**src/rtl/clock_period_meter_if.sv**
```systemverilog
// ----------------------------------------------------------------------------
// clock_period_meter_if
//   Result bundle of clock_period_meter towards the debug/display logic.
//   master : driven by the meter (period, period_valid, timeout, overrun,
//            high_time), samples period_ready.
//   slave  : consumer view, drives period_ready.
// Parameter COUNTER_WIDTH must match the meter instance.
// ----------------------------------------------------------------------------
interface clock_period_meter_if #(
    parameter int COUNTER_WIDTH = 28
);
    logic [COUNTER_WIDTH-1:0] period;
    logic                     period_valid;
    logic                     period_ready;
    logic                     timeout;
    logic                     overrun;
    logic [COUNTER_WIDTH-1:0] high_time;

    modport master (
        output period, period_valid, timeout, overrun, high_time,
        input  period_ready
    );

    modport slave (
        input  period, period_valid, timeout, overrun, high_time,
        output period_ready
    );
endinterface

```
**src/rtl/clock_period_meter.sv**
```systemverilog
// ----------------------------------------------------------------------------
// clock_period_meter
//   Measures the period of a slow asynchronous square wave in input_clock
//   cycles. The pin is synchronised, rising edges are detected and the
//   cycles between consecutive rises are delivered on a valid/ready bundle.
//
// Ports
//   input_clock     : fast clock, all logic on its rising edge
//   reset           : synchronous, active-high
//   halt            : freezes counter and FSM; results can still drain
//   measured_signal : asynchronous square wave under test
//   bus (master)    : period / period_valid / period_ready / timeout (sticky)
//                     / overrun (sticky) / high_time
//
// Optional feature macro: MEASURE_HIGH_TIME_EN
//   Defined   : high_time reports the high-phase cycle count of each period.
//   Undefined : high_time is tied to 0.
// ----------------------------------------------------------------------------
module clock_period_meter #(
    parameter int                       COUNTER_WIDTH = 28,
    parameter logic [COUNTER_WIDTH-1:0] TIMEOUT       = COUNTER_WIDTH'(100_000_000),
    parameter int                       SYNC_STAGES   = 2
) (
    input  logic                 input_clock,
    input  logic                 reset,
    input  logic                 halt,
    input  logic                 measured_signal,
    clock_period_meter_if.master bus
);
    typedef enum logic {IDLE, MEASURE} state_t;

    localparam logic [COUNTER_WIDTH-1:0] ONE = COUNTER_WIDTH'(1);

    state_t                   state_reg, state_next;
    logic [SYNC_STAGES-1:0]   sync_reg, sync_next;
    logic                     history_reg;
    logic                     halt_prev_reg;
    logic [COUNTER_WIDTH-1:0] counter_reg, counter_next;
    logic [COUNTER_WIDTH-1:0] period_reg, period_next;
    logic                     valid_reg, valid_next;
    logic                     timeout_reg, timeout_next;
    logic                     overrun_reg, overrun_next;

    logic sync_out, rise, halt_fall;
    logic count_restart, count_clear, count_run;
    logic result_valid, result_load;

    // Synchroniser chain; the last stage feeds the edge-detect history flop.
    assign sync_next[0] = measured_signal;
    for (genvar gi = 1; gi < SYNC_STAGES; gi++) begin : g_sync
        assign sync_next[gi] = sync_reg[gi-1];
    end

    assign sync_out  = sync_reg[SYNC_STAGES-1];
    assign rise      = sync_out & ~history_reg;
    assign halt_fall = halt_prev_reg & ~halt;

    always_ff @(posedge input_clock) begin
        if (reset) begin
            sync_reg      <= '0;
            history_reg   <= 1'b0;
            halt_prev_reg <= 1'b0;
            state_reg     <= IDLE;
            counter_reg   <= '0;
            period_reg    <= '0;
            valid_reg     <= 1'b0;
            timeout_reg   <= 1'b0;
            overrun_reg   <= 1'b0;
        end else begin
            sync_reg      <= sync_next;
            history_reg   <= sync_out;
            halt_prev_reg <= halt;
            state_reg     <= state_next;
            counter_reg   <= counter_next;
            period_reg    <= period_next;
            valid_reg     <= valid_next;
            timeout_reg   <= timeout_next;
            overrun_reg   <= overrun_next;
        end
    end

    // Measurement FSM. While halted nothing moves and rises are ignored; the
    // cycle halt drops forces IDLE so no measurement straddles a halt.
    always_comb begin
        state_next    = state_reg;
        timeout_next  = timeout_reg;
        count_restart = 1'b0;
        count_clear   = 1'b0;
        count_run     = 1'b0;
        result_valid  = 1'b0;
        if (halt) begin
            // frozen
        end else if (halt_fall) begin
            state_next  = IDLE;
            count_clear = 1'b1;
        end else begin
            case (state_reg)
                IDLE: begin
                    if (rise) begin
                        state_next    = MEASURE;
                        timeout_next  = 1'b0;
                        count_restart = 1'b1;
                    end else begin
                        count_clear = 1'b1;
                    end
                end
                MEASURE: begin
                    // A rise beats a coincident timeout.
                    if (rise) begin
                        result_valid  = 1'b1;
                        count_restart = 1'b1;
                    end else if (counter_reg == TIMEOUT) begin
                        timeout_next = 1'b1;
                        state_next   = IDLE;
                        count_clear  = 1'b1;
                    end else begin
                        count_run = 1'b1;
                    end
                end
                default: state_next = IDLE;
            endcase
        end
    end

    // The rise cycle itself counts as the first cycle of the new period.
    always_comb begin
        counter_next = counter_reg;
        if (count_restart) begin
            counter_next = ONE;
        end else if (count_clear) begin
            counter_next = '0;
        end else if (count_run && !(&counter_reg)) begin
            counter_next = counter_reg + ONE;
        end
    end

    // Result handshake: a result only loads into an empty slot or one being
    // drained this very cycle; otherwise it is dropped and flagged.
    always_comb begin
        period_next  = period_reg;
        valid_next   = valid_reg;
        overrun_next = overrun_reg;
        result_load  = 1'b0;
        if (result_valid) begin
            if (!valid_reg || bus.period_ready) begin
                result_load = 1'b1;
                period_next = counter_reg;
                valid_next  = 1'b1;
            end else begin
                overrun_next = 1'b1;
            end
        end else if (valid_reg && bus.period_ready) begin
            valid_next = 1'b0;
        end
    end

    assign bus.period       = period_reg;
    assign bus.period_valid = valid_reg;
    assign bus.timeout      = timeout_reg;
    assign bus.overrun      = overrun_reg;

`ifdef MEASURE_HIGH_TIME_EN
    logic [COUNTER_WIDTH-1:0] high_cnt_reg, high_cnt_next;
    logic [COUNTER_WIDTH-1:0] high_reg, high_next;

    // Restart at 1: sync_out is necessarily high in the rise cycle.
    always_comb begin
        high_cnt_next = high_cnt_reg;
        high_next     = high_reg;
        if (count_restart) begin
            high_cnt_next = ONE;
        end else if (count_clear) begin
            high_cnt_next = '0;
        end else if (count_run && sync_out && !(&high_cnt_reg)) begin
            high_cnt_next = high_cnt_reg + ONE;
        end
        if (result_load) begin
            high_next = high_cnt_reg;
        end
    end

    always_ff @(posedge input_clock) begin
        if (reset) begin
            high_cnt_reg <= '0;
            high_reg     <= '0;
        end else begin
            high_cnt_reg <= high_cnt_next;
            high_reg     <= high_next;
        end
    end

    assign bus.high_time = high_reg;
`else
    assign bus.high_time = '0;
`endif
endmodule

```
**src/flat_wrapper.sv**
```systemverilog
// flat-port wrapper written by rule: the top's interface ports become plain ports
module clock_period_meter_flat 
#(
    parameter int                       COUNTER_WIDTH = 28,
    parameter logic [COUNTER_WIDTH-1:0] TIMEOUT       = COUNTER_WIDTH'(100_000_000),
    parameter int                       SYNC_STAGES   = 2
)
  (input_clock, reset, halt, measured_signal, bus_period, bus_period_valid, bus_timeout, bus_overrun, bus_high_time, bus_period_ready);
  clock_period_meter_if #(.COUNTER_WIDTH(COUNTER_WIDTH)) bus_i ();
  input  logic input_clock;
  input  logic reset;
  input  logic halt;
  input  logic measured_signal;
  output wire logic [$bits(bus_i.period)-1:0] bus_period;
  output wire logic [$bits(bus_i.period_valid)-1:0] bus_period_valid;
  output wire logic [$bits(bus_i.timeout)-1:0] bus_timeout;
  output wire logic [$bits(bus_i.overrun)-1:0] bus_overrun;
  output wire logic [$bits(bus_i.high_time)-1:0] bus_high_time;
  input wire logic [$bits(bus_i.period_ready)-1:0] bus_period_ready;
  assign bus_period = bus_i.period;
  assign bus_period_valid = bus_i.period_valid;
  assign bus_timeout = bus_i.timeout;
  assign bus_overrun = bus_i.overrun;
  assign bus_high_time = bus_i.high_time;
  assign bus_i.period_ready = bus_period_ready;
  clock_period_meter #(.COUNTER_WIDTH(COUNTER_WIDTH), .TIMEOUT(TIMEOUT), .SYNC_STAGES(SYNC_STAGES)) u_core (.input_clock(input_clock), .reset(reset), .halt(halt), .measured_signal(measured_signal), .bus(bus_i));
endmodule
```
**config.mk**
```make
export PLATFORM = sky130hd
export DESIGN_NAME = clock_period_meter_flat
export DESIGN_NICKNAME = d
export VERILOG_FILES = /design/src/rtl/clock_period_meter_if.sv /design/src/rtl/clock_period_meter.sv /design/src/flat_wrapper.sv
export SDC_FILE = /design/constraint.sdc
export NUM_CORES = 1
export LEC_CHECK = 0
export ABC_AREA = 0
export CAP_MARGIN = 20
export CORE_ASPECT_RATIO = 0.8
export CORE_UTILIZATION = 51
export CTS_CLUSTER_DIAMETER = 60
export DETAILED_ROUTE_END_ITERATION = 12
export GPL_TIMING_DRIVEN = 0
export HOLD_SLACK_MARGIN = 0.1
export PLACE_DENSITY = 0.8
export SETUP_SLACK_MARGIN = 0.5
export SLEW_MARGIN = 20
export SYNTH_ARGS = -nofsm -noshare
export SYNTH_HDL_FRONTEND = slang
export SYNTH_SLANG_ARGS = --single-unit
```
**constraint.sdc**
```tcl
create_clock -name input_clock -period 2.2 [get_ports input_clock]
set_input_delay 0.44 -clock input_clock [delete_from_list [all_inputs] [get_ports input_clock]]
set_output_delay 0.44 -clock input_clock [all_outputs]
set_load 0.01 [all_outputs]
```
==> summary.txt, run 1 <==
Clock network
  • Clock-pin transition on the worst setup and hold timing paths: 0.07 ns
  • Number of CTS-inserted buffers: 9
  • Library cell used as clock root buffer: sky130_fd_sc_hd__clkbuf_8
  • Clock sinks: 64
  • Clk_lat worst skew: 0.35 ns
  • H-tree depth reported by CTS: 3
  • Bufs on Longest Clock Path: 2
  • CTS tree: yes

Worst setup path
  • Category of the critical setup timing path: reg -> reg
  • Critical Path AT: 2.42 ns
  • Required time of the worst setup path: 2.48 ns
  • Nature of the critical path startpoint: flip-flop
  • Worst-path maximum fanout: 10
  • Category of the worst setup path capture point: flip-flop

Place
  • Final weighted congestion in routability-driven placement: 0.860
  • DP HPWL: 5.23 mm
  • Cell area after placement: 0.00368 mm2
  • Port Buffer Count: 35

Routing
  • Wire length reported by the detailed router: 8.35 mm
  • Average via count per standard cell: 5.55
  • Total iterations of the first detailed-routing run: 6
  • Number of DRC violations after detailed routing: 0
  • Vias: 3,094
  • Average wire per cell in the routed design: 15.0 um
  • First DRT Iteration DRCs: 234
  • Residual antenna-violating net count after detailed routing: 0

Floorplanning
  • Overall die height: 71.5 um
  • Num ports: 64
  • Width of the chip: 88.9 um
  • Die area: 0.00636 mm2
  • Core ar.: 0.00565 mm2
  • Initial core utilization: 54.6%
  • Row Count: 24

STA
  • Post-route minimum period: 2.13 ns
  • Worst setup skew after layout: 0.00711 ns
  • Fin Hold WS: 0.440 ns
  • Maximum clock frequency: 468 MHz
  • Endpoints failing setup: 0
  • Fin. Hold Viols: 0
  • Setup repair after global routing missed its margin: yes
  • Slew Viols, Final: 0
  • Final worst path period share: 97.0%

Logic synthesis
  • Most used standard cell by instance count after synthesis: sky130_fd_sc_hd__nand2_1
  • Sequential fraction of the synthesis area: 41.6%
  • Syn avg cell area: 8.09 um2
  • Register bit total from synthesis: 64
  • Number of synthesis warnings: 0
  • Synth Flop Type: sky130_fd_sc_hd__dfxtp_1
  • Number of standard cells after synthesis: 381
  • FFs w/ async S/R, synth: 0%
  • Most frequent cells after synthesis: 71 x sky130_fd_sc_hd__nand2_1, 64 x sky130_fd_sc_hd__dfxtp_1, 59 x sky130_fd_sc_hd__a21oi_1
  • Number of synthesized flops with an enable pin: 0
  • Top cells by area, synth: sky130_fd_sc_hd__dfxtp_1 42%, sky130_fd_sc_hd__a21oi_1 9.6%, sky130_fd_sc_hd__nand2_1 8.6%, sky130_fd_sc_hd__buf_4 7.3%, sky130_fd_sc_hd__or4_1 4.4%
  • Count of unique library cells instantiated by Yosys: 41
  • Mapped Area: 0.00308 mm2
  • Largest area contributor in the synthesized netlist: sky130_fd_sc_hd__dfxtp_1
  • Top-area cell type share of the netlist area: 41.6%

Cells and area
  • Post-route core utilization: 75.0%
  • Share of post-route cells with drive strength above 1: 26.3%
  • Count of antenna diodes in the layout: 0
  • Post-layout instance area: 0.00423 mm2
  • Total Nets Final: 484
  • Area added between synthesis and finish: 37.4%

Power
  • Total Power: 2.16 mW
  • Peak supply drop: 0.000419 V
  • Leakage power: 1.67 nW
  • Power per standard cell area: 509 mW/mm2

Global routing
  • Total congestion overflow after global routing: 0
  • Largest net degree at the start of global routing: 11
  • Global-route usage over all layers: 26.9%
  • Via count of the first global-routing pass: 2,794
  • Antenna violations before repair: 0
  • Global-route wire length before repair: 13.1 mm

Status
  • Outcome: finished clean

Worst hold path
  • Hold/Removal Path Class: reg -> reg

Run
  • Reported max-cap violation count: 0
cell usage in the layout, fill, tap and decap left out, types with 9 or more instances in the layout:
| cell | synthesis | layout |
|---|---|---|
| sky130_fd_sc_hd__or4_1 | 18 | 17 |
| sky130_fd_sc_hd__clkdlybuf4s50_1 | 0 | 26 |
| sky130_fd_sc_hd__a21oi_2 | 0 | 14 |
| sky130_fd_sc_hd__a21oi_1 | 59 | 45 |
| sky130_fd_sc_hd__conb_1 | 1 | 28 |
| sky130_fd_sc_hd__nand2_1 | 71 | 71 |
| sky130_fd_sc_hd__nand4_1 | 10 | 10 |
| sky130_fd_sc_hd__nor2_1 | 12 | 9 |
| sky130_fd_sc_hd__dfxtp_2 | 0 | 9 |
| sky130_fd_sc_hd__nand3_1 | 14 | 13 |
| sky130_fd_sc_hd__buf_4 | 30 | 45 |
| sky130_fd_sc_hd__dfxtp_1 | 64 | 53 |
| sky130_fd_sc_hd__clkbuf_8 | 0 | 10 |
| sky130_fd_sc_hd__o31ai_1 | 17 | 15 |
power by group:
part | total [mW] | switching [mW] | internal (mW) | leakage [nW]
registers | 1.16 | 0.00443 | 1.16 | 0.522
clock network | 0.842 | 0.416 | 0.426 | 0.0794
logic | 0.149 | 0.0772 | 0.0717 | 1.07
total | 2.16 | 0.498 | 1.66 | 1.67
kinds of logic after synthesis:
group / count (synthesis) / share of synthesized area [%]
XOR/XNOR: 1 / 0.284
AND/OR/NAND/NOR: 159 / 26.9
flip-flops: 64 / 41.6
AO/OA/AOI/OAI: 97 / 18.6
buffers and inverters: 55 / 10.9
multiplexers: 1 / 0.325
adder cells (fa/ha/maj): 3 / 1.22
other: 1 / 0.122
critical path, cell delays in order, from the launching register on:
cell	delay [ns]
sky130_fd_sc_hd__dfxtp_2	0.39
sky130_fd_sc_hd__ha_2	0.25
sky130_fd_sc_hd__nand4_1	0.20
sky130_fd_sc_hd__nor3_2	0.27
sky130_fd_sc_hd__o311ai_2	0.19
sky130_fd_sc_hd__clkbuf_4	0.22
sky130_fd_sc_hd__or3_1	0.38
sky130_fd_sc_hd__a21oi_2	0.16
metal layers:
metal | up-vias | part of all wire, % | GRT usage, %
li1 | 1504 | - | -
met1 | 1439 | 42 | 34.9
met2 | 133 | 48 | 43.7
met3 | 18 | 7.2 | 7.83
met4 | 0 | 2.0 | 7.89
met5 | - | 0 | 0
layout make-up:
class | count | area (um2)
Sequential cell | 64 | 1300
Buffer | 46 | 340
Timing Repair Buffer | 57 | 566
Inverter | 9 | 33.8
Tap cell | 78 | 97.6
Clock inverter | 1 | 5.00
Fill cell | 423 | 1410
Clock buffer | 13 | 149
Multi-Input combinational cell | 289 | 1740
path summary, 6_finish.rpt:
path	from	to	slack [ns]	cells after the start
worst min-delay path	u_core.sync_reg[0]	u_core.sync_reg[1]	0.44	1
worst max register to register	u_core.counter_reg[1]	u_core.counter_reg[16]	0.07	7
worst max-delay path	u_core.counter_reg[1]	u_core.counter_reg[16]	0.07	7
worst min register to register	u_core.sync_reg[0]	u_core.sync_reg[1]	0.44	1
repair_timing:
action	4_1_cts	5_1_grt
endpoints found under the setup margin	58	64
gates cloned	2	0
hold buffers	0	0
buffers inserted	16	4
pin swaps	7	2
resized for setup	48	30
stage by stage:
stage               cells  setup WS [ns]  TNS (ns)
finish                557         0.0652         0
global route          557       -0.00100  -0.00100
CTS                   553          0.176         0
detailed placement    521         -0.509    -14.28
global placement      521         -0.465    -12.19
floorplan             408          0.213         0
Power figures use the tool's default switching activity.
==> inputs of run 2 (changes only) <==
--- a/config.mk
+++ b/config.mk
@@ -5,15 +5,14 @@
 export SDC_FILE = /design/constraint.sdc
 export NUM_CORES = 1
 export LEC_CHECK = 0
-export ABC_AREA = 0
 export CAP_MARGIN = 20
 export CORE_ASPECT_RATIO = 0.8
-export CORE_UTILIZATION = 51
+export CORE_UTILIZATION = 45
 export CTS_CLUSTER_DIAMETER = 60
 export DETAILED_ROUTE_END_ITERATION = 12
 export GPL_TIMING_DRIVEN = 0
 export HOLD_SLACK_MARGIN = 0.1
-export PLACE_DENSITY = 0.8
+export PLACE_DENSITY = 0.72
 export SETUP_SLACK_MARGIN = 0.5
 export SLEW_MARGIN = 20
 export SYNTH_ARGS = -nofsm -noshare
==> constraint.sdc (replaced) <==
create_clock -name input_clock -period 2.6 [get_ports input_clock]
set_input_delay 0.52 -clock input_clock [delete_from_list [all_inputs] [get_ports input_clock]]
set_output_delay 0.52 -clock input_clock [all_outputs]
set_load 0.01 [all_outputs]
==> summary.txt, run 2 (synthesized netlist as in run 1, its figures left out) <==
Clock network
  • Clock-pin transition on the worst setup and hold timing paths: 0.07 ns (about the same)
  • Bufs on Longest Clock Path: 2 (unchanged)
  • H-tree depth reported by CTS: 3 (unchanged)
  • CTS tree: yes
  • Quantity of hold-fixing buffers added after cts: 0 (unchanged)
  • Clk_lat worst skew: 0.35 ns (about the same)
  • Clock sinks: 64 (unchanged)
  • Number of CTS-inserted buffers: 9 (unchanged)
  • Library cell used as clock root buffer: sky130_fd_sc_hd__clkbuf_8

Floorplanning
  • Row Count: 26 (+8.3%)
  • Overall die height: 76.0 um (+6.3%)
  • Core ar.: 0.00651 mm2 (+15%)
  • Initial core utilization: 47.4% (-7.2 points)
  • Die area: 0.00718 mm2 (+13%)
  • Width of the chip: 94.5 um (+6.3%)
  • Num ports: 64 (unchanged)

Worst setup path
  • Flop2flop setup slack: 0.51 ns (+0.45 ns)
  • Category of the critical setup timing path: reg -> reg
  • Count of cells along the worst register-to-register path: 7 (unchanged)
  • Worst-path maximum fanout: 10 (unchanged)
  • Worst setup path startpoint: u_core.counter_reg[12]
  • Nature of the critical path startpoint: flip-flop
  • Worst R2R Start: u_core.counter_reg[12]
  • End of the worst register-to-register path: u_core.counter_reg[25]
  • Required time of the worst setup path: 2.82 ns (+0.34 ns)
  • Critical Path AT: 2.31 ns (-0.11 ns)
  • Category of the worst setup path capture point: flip-flop
  • Critical path endpoint: u_core.counter_reg[25]

Cells and area
  • Count of antenna diodes in the layout: 0 (unchanged)
  • Area added between synthesis and finish: 33.7%
  • Combined area of the multi-input logic cells: 0.00168 mm2 (-3.3%)
  • Fill cell count: 576 (+36%)
  • Most common cell after layout, fill and taps aside: sky130_fd_sc_hd__nand2_1
  • Total Nets Final: 476 (-1.7%)
  • Sequential cell area in the final layout: 0.00130 mm2 (about the same)
  • Post-layout instance area: 0.00412 mm2 (-2.7%)
  • Post-route core utilization: 63.3% (-12 points)
  • Share of post-route cells with drive strength above 1: 22.0% (-4.3 points)
  • Commonest cells after routing, fill and taps aside: 71 x sky130_fd_sc_hd__nand2_1, 56 x sky130_fd_sc_hd__a21oi_1, 56 x sky130_fd_sc_hd__dfxtp_1, 42 x sky130_fd_sc_hd__buf_4, 34 x sky130_fd_sc_hd__clkdlybuf4s50_1

STA
  • Slew Viols, Final: 0 (unchanged)
  • Setup tns final: 0 ns (unchanged)
  • Endpoints failing setup: 0 (unchanged)
  • Worst setup skew after layout: 0.00962 ns (+0.00251 ns)
  • Final worst path period share: 80.3% (-17 points)
  • Transition time at the pin with the least slew margin: 0.541 ns
  • Fin. Hold Viols: 0 (unchanged)
  • Rel. slew slack: 63.9%
  • Post-route minimum period: 2.09 ns (-0.0480 ns)
  • Maximum clock frequency: 479 MHz (+2.3%)
  • Setup repair after global routing missed its margin: yes

Global routing
  • Global-route wire length before repair: 12.1 mm (-7.6%)
  • Antenna violations before repair: 0 (unchanged)
  • Largest net degree at the start of global routing: 13 (+2)
  • Via count of the first global-routing pass: 2,602 (-6.9%)
  • Global-route usage over all layers: 21.3% (-5.6 points)
  • Total congestion overflow after global routing: 0 (unchanged)

Routing
  • Vias: 2,983 (-3.6%)
  • Total iterations of the first detailed-routing run: 5 (-1)
  • Average via count per standard cell: 5.36 (-3.6%)
  • Residual antenna-violating net count after detailed routing: 0 (unchanged)
  • Number of DRC violations after detailed routing: 0 (unchanged)
  • Wire length reported by the detailed router: 7.56 mm (-9.4%)
  • First DRT Iteration DRCs: 271 (+16%)
  • Average wire per cell in the routed design: 13.6 um (-9.4%)

Power
  • Leakage power: 1.49 nW (-11%)
  • Power per standard cell area: 476 mW/mm2 (-6.5%)
  • Peak supply drop: 0.000280 V (-33%)

Status
  • Outcome: finished clean

Place
  • Final weighted congestion in routability-driven placement: 0.890 (+3.5%)
  • Port Buffer Count: 35 (unchanged)
  • DP HPWL: 5.22 mm (-0.22%)
  • Cell area after placement: 0.00364 mm2 (-1.0%)

Run
  • Reported max-cap violation count: 0 (unchanged)

Worst hold path
  • Hold Path Origin: u_core.sync_reg[0]
  • Hold/Removal Path Class: reg -> reg
## run 2: cell types whose count changed in the layout (fill, tap and decap cells not counted), sizes merged
cell,before,now
clkbuf,24,21
bufinv,0,1
clkinvlp,0,2
buf,57,49
clkdlybuf4s50,26,34
dlymetal6s2s,8,0
clkinv,1,2
inv,9,10
## run 2: final cells by class
type	instances	area share [%]
Buffer	46	7.90
Sequential cell	64	31.5
Inverter	9	0.820
Clock buffer	10	3.34
Tap cell	84	2.55
Clock inverter	6	1.64
Timing Repair Buffer	49	11.3
Multi-Input combinational cell	289	40.9
## run 2: worst min path at each step
| stage | slack, ns | depth (start not counted) | endpoint |
|---|---|---|---|
| 4_1_cts | 0.45 | 1 | u_core.sync_reg[1] |
| 2_1_floorplan | 0.41 | 1 | u_core.sync_reg[1] |
| 3_3_place_gp | 0.43 | 1 | u_core.sync_reg[1] |
| 5_1_grt | 0.46 | 1 | u_core.sync_reg[1] |
| 3_5_place_dp | 0.44 | 1 | u_core.sync_reg[1] |
| 6_report | 0.44 | 1 | u_core.sync_reg[1] |
## run 2: critical path: stages, from the launching register on
cell and delay [ns]:
sky130_fd_sc_hd__dfxtp_4 0.37, sky130_fd_sc_hd__or4_4 0.55, sky130_fd_sc_hd__nor4_4 0.28, sky130_fd_sc_hd__buf_4 0.19, sky130_fd_sc_hd__a2111oi_2 0.08, sky130_fd_sc_hd__o21bai_4 0.23, sky130_fd_sc_hd__buf_6 0.19, sky130_fd_sc_hd__a21oi_1 0.06
## run 2: where the power goes
group | switching, mW | internal [mW] | total, mW
logic | 0.0586 | 0.0515 | 0.110
registers | 0.00314 | 0.980 | 0.983
clock network | 0.398 | 0.471 | 0.869
total | 0.460 | 1.50 | 1.96
## run 2: repair_timing
action | 4_1_cts | 5_1_grt
pin swaps | 2 | 12
gates cloned | 0 | 0
setup endpoints to repair | 57 | 49
gates resized for setup | 21 | 31
setup buffers | 4 | 10
## run 2: metrics by stage
step | hold slack (ns) | std cells | total power, mW | worst slack, ns
global placement | 0.431 | 527 | 1.10 | -0.302
CTS | 0.449 | 547 | 1.97 | 0.498
global route | 0.460 | 557 | 2.03 | 0.441
detailed placement | 0.444 | 527 | 1.10 | -0.325
floorplan | 0.414 | 408 | 1.09 | 0.595
finish | 0.444 | 557 | 1.96 | 0.513
## run 2: routing by layer
layer,vias up,part of all wire (%),wire length [um],track usage (%)
met3,14,6.3,478,5.79
met4,0,1.9,146,8.48
met1,1363,47,3560,29.1
li1,1487,-,-,-
met5,-,0,0,0
met2,119,45,3370,31.9
==> inputs of run 3 (changes only) <==
--- a/config.mk
+++ b/config.mk
@@ -12,7 +12,7 @@
 export DETAILED_ROUTE_END_ITERATION = 12
 export GPL_TIMING_DRIVEN = 0
 export HOLD_SLACK_MARGIN = 0.1
-export PLACE_DENSITY = 0.72
+export PLACE_DENSITY = 0.74
 export SETUP_SLACK_MARGIN = 0.5
 export SLEW_MARGIN = 20
 export SYNTH_ARGS = -nofsm -noshare
==> constraint.sdc (replaced) <==
create_clock -name input_clock -period 1.7 [get_ports input_clock]
set_input_delay 0.34 -clock input_clock [delete_from_list [all_inputs] [get_ports input_clock]]
set_output_delay 0.34 -clock input_clock [all_outputs]
set_load 0.01 [all_outputs]
==> summary.txt, run 3 (synthesized netlist as in run 1, its figures left out) <==
Place
  • Setup slack after placement: -0.973 ns (-0.648 ns)
  • Number of cells in the design after placement: 527 (unchanged)
  • DP HPWL: 5.23 mm (+0.24%)
  • Final weighted congestion in routability-driven placement: 0.825 (-7.3%)
  • Port Buffer Count: 35 (unchanged)

Global routing
  • Global-route wire length before repair: 13.5 mm (+11%)
  • Total congestion overflow after global routing: 0 (unchanged)
  • Via count of the first global-routing pass: 2,832 (+8.8%)
  • Antenna violations before repair: 0 (unchanged)
  • Global-route usage over all layers: 23.8% (+2.4 points)
  • Largest net degree at the start of global routing: 11 (-2)

Worst setup path
  • End of the worst register-to-register path: u_core.counter_reg[3]
  • Worst R2R Start: u_core.counter_reg[9]
  • Flop2flop setup slack: -0.44 ns (-0.96 ns)
  • Category of the worst setup path capture point: flip-flop
  • Category of the critical setup timing path: reg -> reg
  • Required time of the worst setup path: 1.92 ns (-0.90 ns)
  • Count of cells along the worst register-to-register path: 7 (unchanged)
  • Critical Path AT: 2.37 ns (+0.06 ns)
  • Worst-path maximum fanout: 6 (-4)
  • Nature of the critical path startpoint: flip-flop

Cells and area
  • Count of antenna diodes in the layout: 0 (unchanged)
  • Fill cell count: 534 (-7.3%)
  • Cell Count, Final, Fillers Out: 567 (+1.8%)
  • Total Nets Final: 487 (+2.3%)
  • Area added between synthesis and finish: 42.0%
  • Commonest cells after routing, fill and taps aside: 44 x sky130_fd_sc_hd__nand2_1, 44 x sky130_fd_sc_hd__buf_4, 42 x sky130_fd_sc_hd__dfxtp_1, 34 x sky130_fd_sc_hd__buf_2, 32 x sky130_fd_sc_hd__a21oi_2
  • Share of post-route cells with drive strength above 1: 46.2% (+24 points)

Run
  • Reported max-cap violation count: 0 (unchanged)

Routing
  • Average via count per standard cell: 5.55 (+3.7%)
  • Residual antenna-violating net count after detailed routing: 0 (unchanged)
  • Number of DRC violations after detailed routing: 0 (unchanged)
  • Vias: 3,148 (+5.5%)
  • Wire length reported by the detailed router: 8.55 mm (+13%)
  • Average wire per cell in the routed design: 15.1 um (+11%)
  • First DRT Iteration DRCs: 193 (-29%)
  • Total iterations of the first detailed-routing run: 5 (unchanged)

Clock network
  • Quantity of hold-fixing buffers added after cts: 0 (unchanged)
  • Clock-pin transition on the worst setup and hold timing paths: 0.06 ns (about the same)
  • Number of CTS-inserted buffers: 9 (unchanged)
  • Library cell used as clock root buffer: sky130_fd_sc_hd__clkbuf_8
  • CTS tree: yes
  • H-tree depth reported by CTS: 3 (unchanged)
  • Bufs on Longest Clock Path: 2 (unchanged)
  • Clk_lat worst skew: 0.35 ns (about the same)
  • Clock sinks: 64 (unchanged)

Power
  • Peak supply drop: 0.000610 V (+120%)
  • Total Power: 3.15 mW (+60%)
  • Leakage power: 1.70 nW (+14%)
  • Power per standard cell area: 720 mW/mm2 (+51%)

STA
  • Post-route minimum period: 2.14 ns (+0.0578 ns)
  • Slew Viols, Final: 0 (unchanged)
  • Maximum clock frequency: 466 MHz (-2.7%)
  • Setup tns final: -12.51 ns (-12.51 ns)
  • Worst setup skew after layout: 0.00546 ns (-0.00415 ns)
  • Endpoints failing setup: 30 (+30)
  • Final worst path period share: 126% (+46 points)
  • Worst Setup Slack, final: -0.445 ns (-0.958 ns)
  • Setup repair after global routing missed its margin: yes
  • Fin Hold WS: 0.439 ns (-0.00434 ns)
  • Fin. Hold Viols: 0 (unchanged)

Worst hold path
  • End of the worst hold path: u_core.sync_reg[1]
  • Hold Path Origin: u_core.sync_reg[0]
  • WHS Path Cells: 1 (unchanged)
  • Hold/Removal Path Class: reg -> reg

Status
  • Outcome: complete, but fails checks
  • Violations in the final reports: setup timing

Floorplanning
  • Width of the chip: 94.5 um (unchanged)
  • Die area: 0.00718 mm2 (unchanged)
  • Core ar.: 0.00651 mm2 (unchanged)
  • Row Count: 26 (unchanged)
  • Num ports: 64 (unchanged)
  • Initial core utilization: 47.4% (unchanged)
  • Overall die height: 76.0 um (unchanged)
run 3: per-layer routing:
metal / GRT usage [%] / wire length [um]
met1: 32.5 / 3810
met3: 7.29 / 655
met5: 0 / 0
met4: 6.82 / 96
met2: 35.9 / 3990
run 3: what timing repair did:
| action | 4_1_cts | 5_1_grt |
|---|---|---|
| cloned | 2 | 4 |
| setup buffers | 13 | 6 |
| pin swaps | 13 | 7 |
| setup endpoints to repair | 92 | 63 |
| resized for setup | 220 | 26 |
run 3: cell type report:
type / count / area [um2] / share of cell area (%)
Multi-Input combinational cell: 290 / 1910 / 43.6
Sequential cell: 64 / 1310 / 30.0
Timing Repair Buffer: 59 / 415 / 9.49
Buffer: 46 / 374 / 8.55
Clock buffer: 12 / 155 / 3.54
Tap cell: 84 / 105 / 2.40
Clock inverter: 3 / 65.1 / 1.49
Inverter: 9 / 38.8 / 0.886
run 3: worst max-delay path, stage by stage (launching register included):
cell and delay, ns:
sky130_fd_sc_hd__dfxtp_4 0.35, sky130_fd_sc_hd__or4b_4 0.55, sky130_fd_sc_hd__nor4_4 0.37, sky130_fd_sc_hd__buf_4 0.19, sky130_fd_sc_hd__a2111oi_4 0.07, sky130_fd_sc_hd__o21bai_4 0.26, sky130_fd_sc_hd__buf_6 0.20, sky130_fd_sc_hd__a21oi_2 0.04
run 3: report_power, final:
| group | internal (mW) | leakage [nW] | switching, mW | total (mW) |
|---|---|---|---|---|
| clock | 0.895 | 0.112 | 0.550 | 1.44 |
| sequential | 1.50 | 0.528 | 0.00640 | 1.51 |
| combinational | 0.0900 | 1.06 | 0.107 | 0.197 |
run 3: worst max path at each step:
stage,end,start,cells after the start,slack [ns]
6_report,u_core.counter_reg[3],u_core.counter_reg[9],7,-0.44
5_1_grt,u_core.counter_reg[7],u_core.counter_reg[9],7,-0.52
4_1_cts,u_core.counter_reg[3],u_core.counter_reg[9],7,-0.40
3_5_place_dp,u_core.counter_reg[18],halt,8,-0.97
3_3_place_gp,u_core.counter_reg[16],halt,8,-0.94
2_1_floorplan,u_core.counter_reg[22],u_core.counter_reg[2],6,-0.29
run 3: per-stage QoR:
stage          util, %  cell area [um2]
6_report          67.3             4380
5_1_grt           67.3             4380
4_1_cts           64.6             4200
3_5_place_dp      57.6             3740
3_3_place_gp      57.6             3740
2_1_floorplan        -             3290
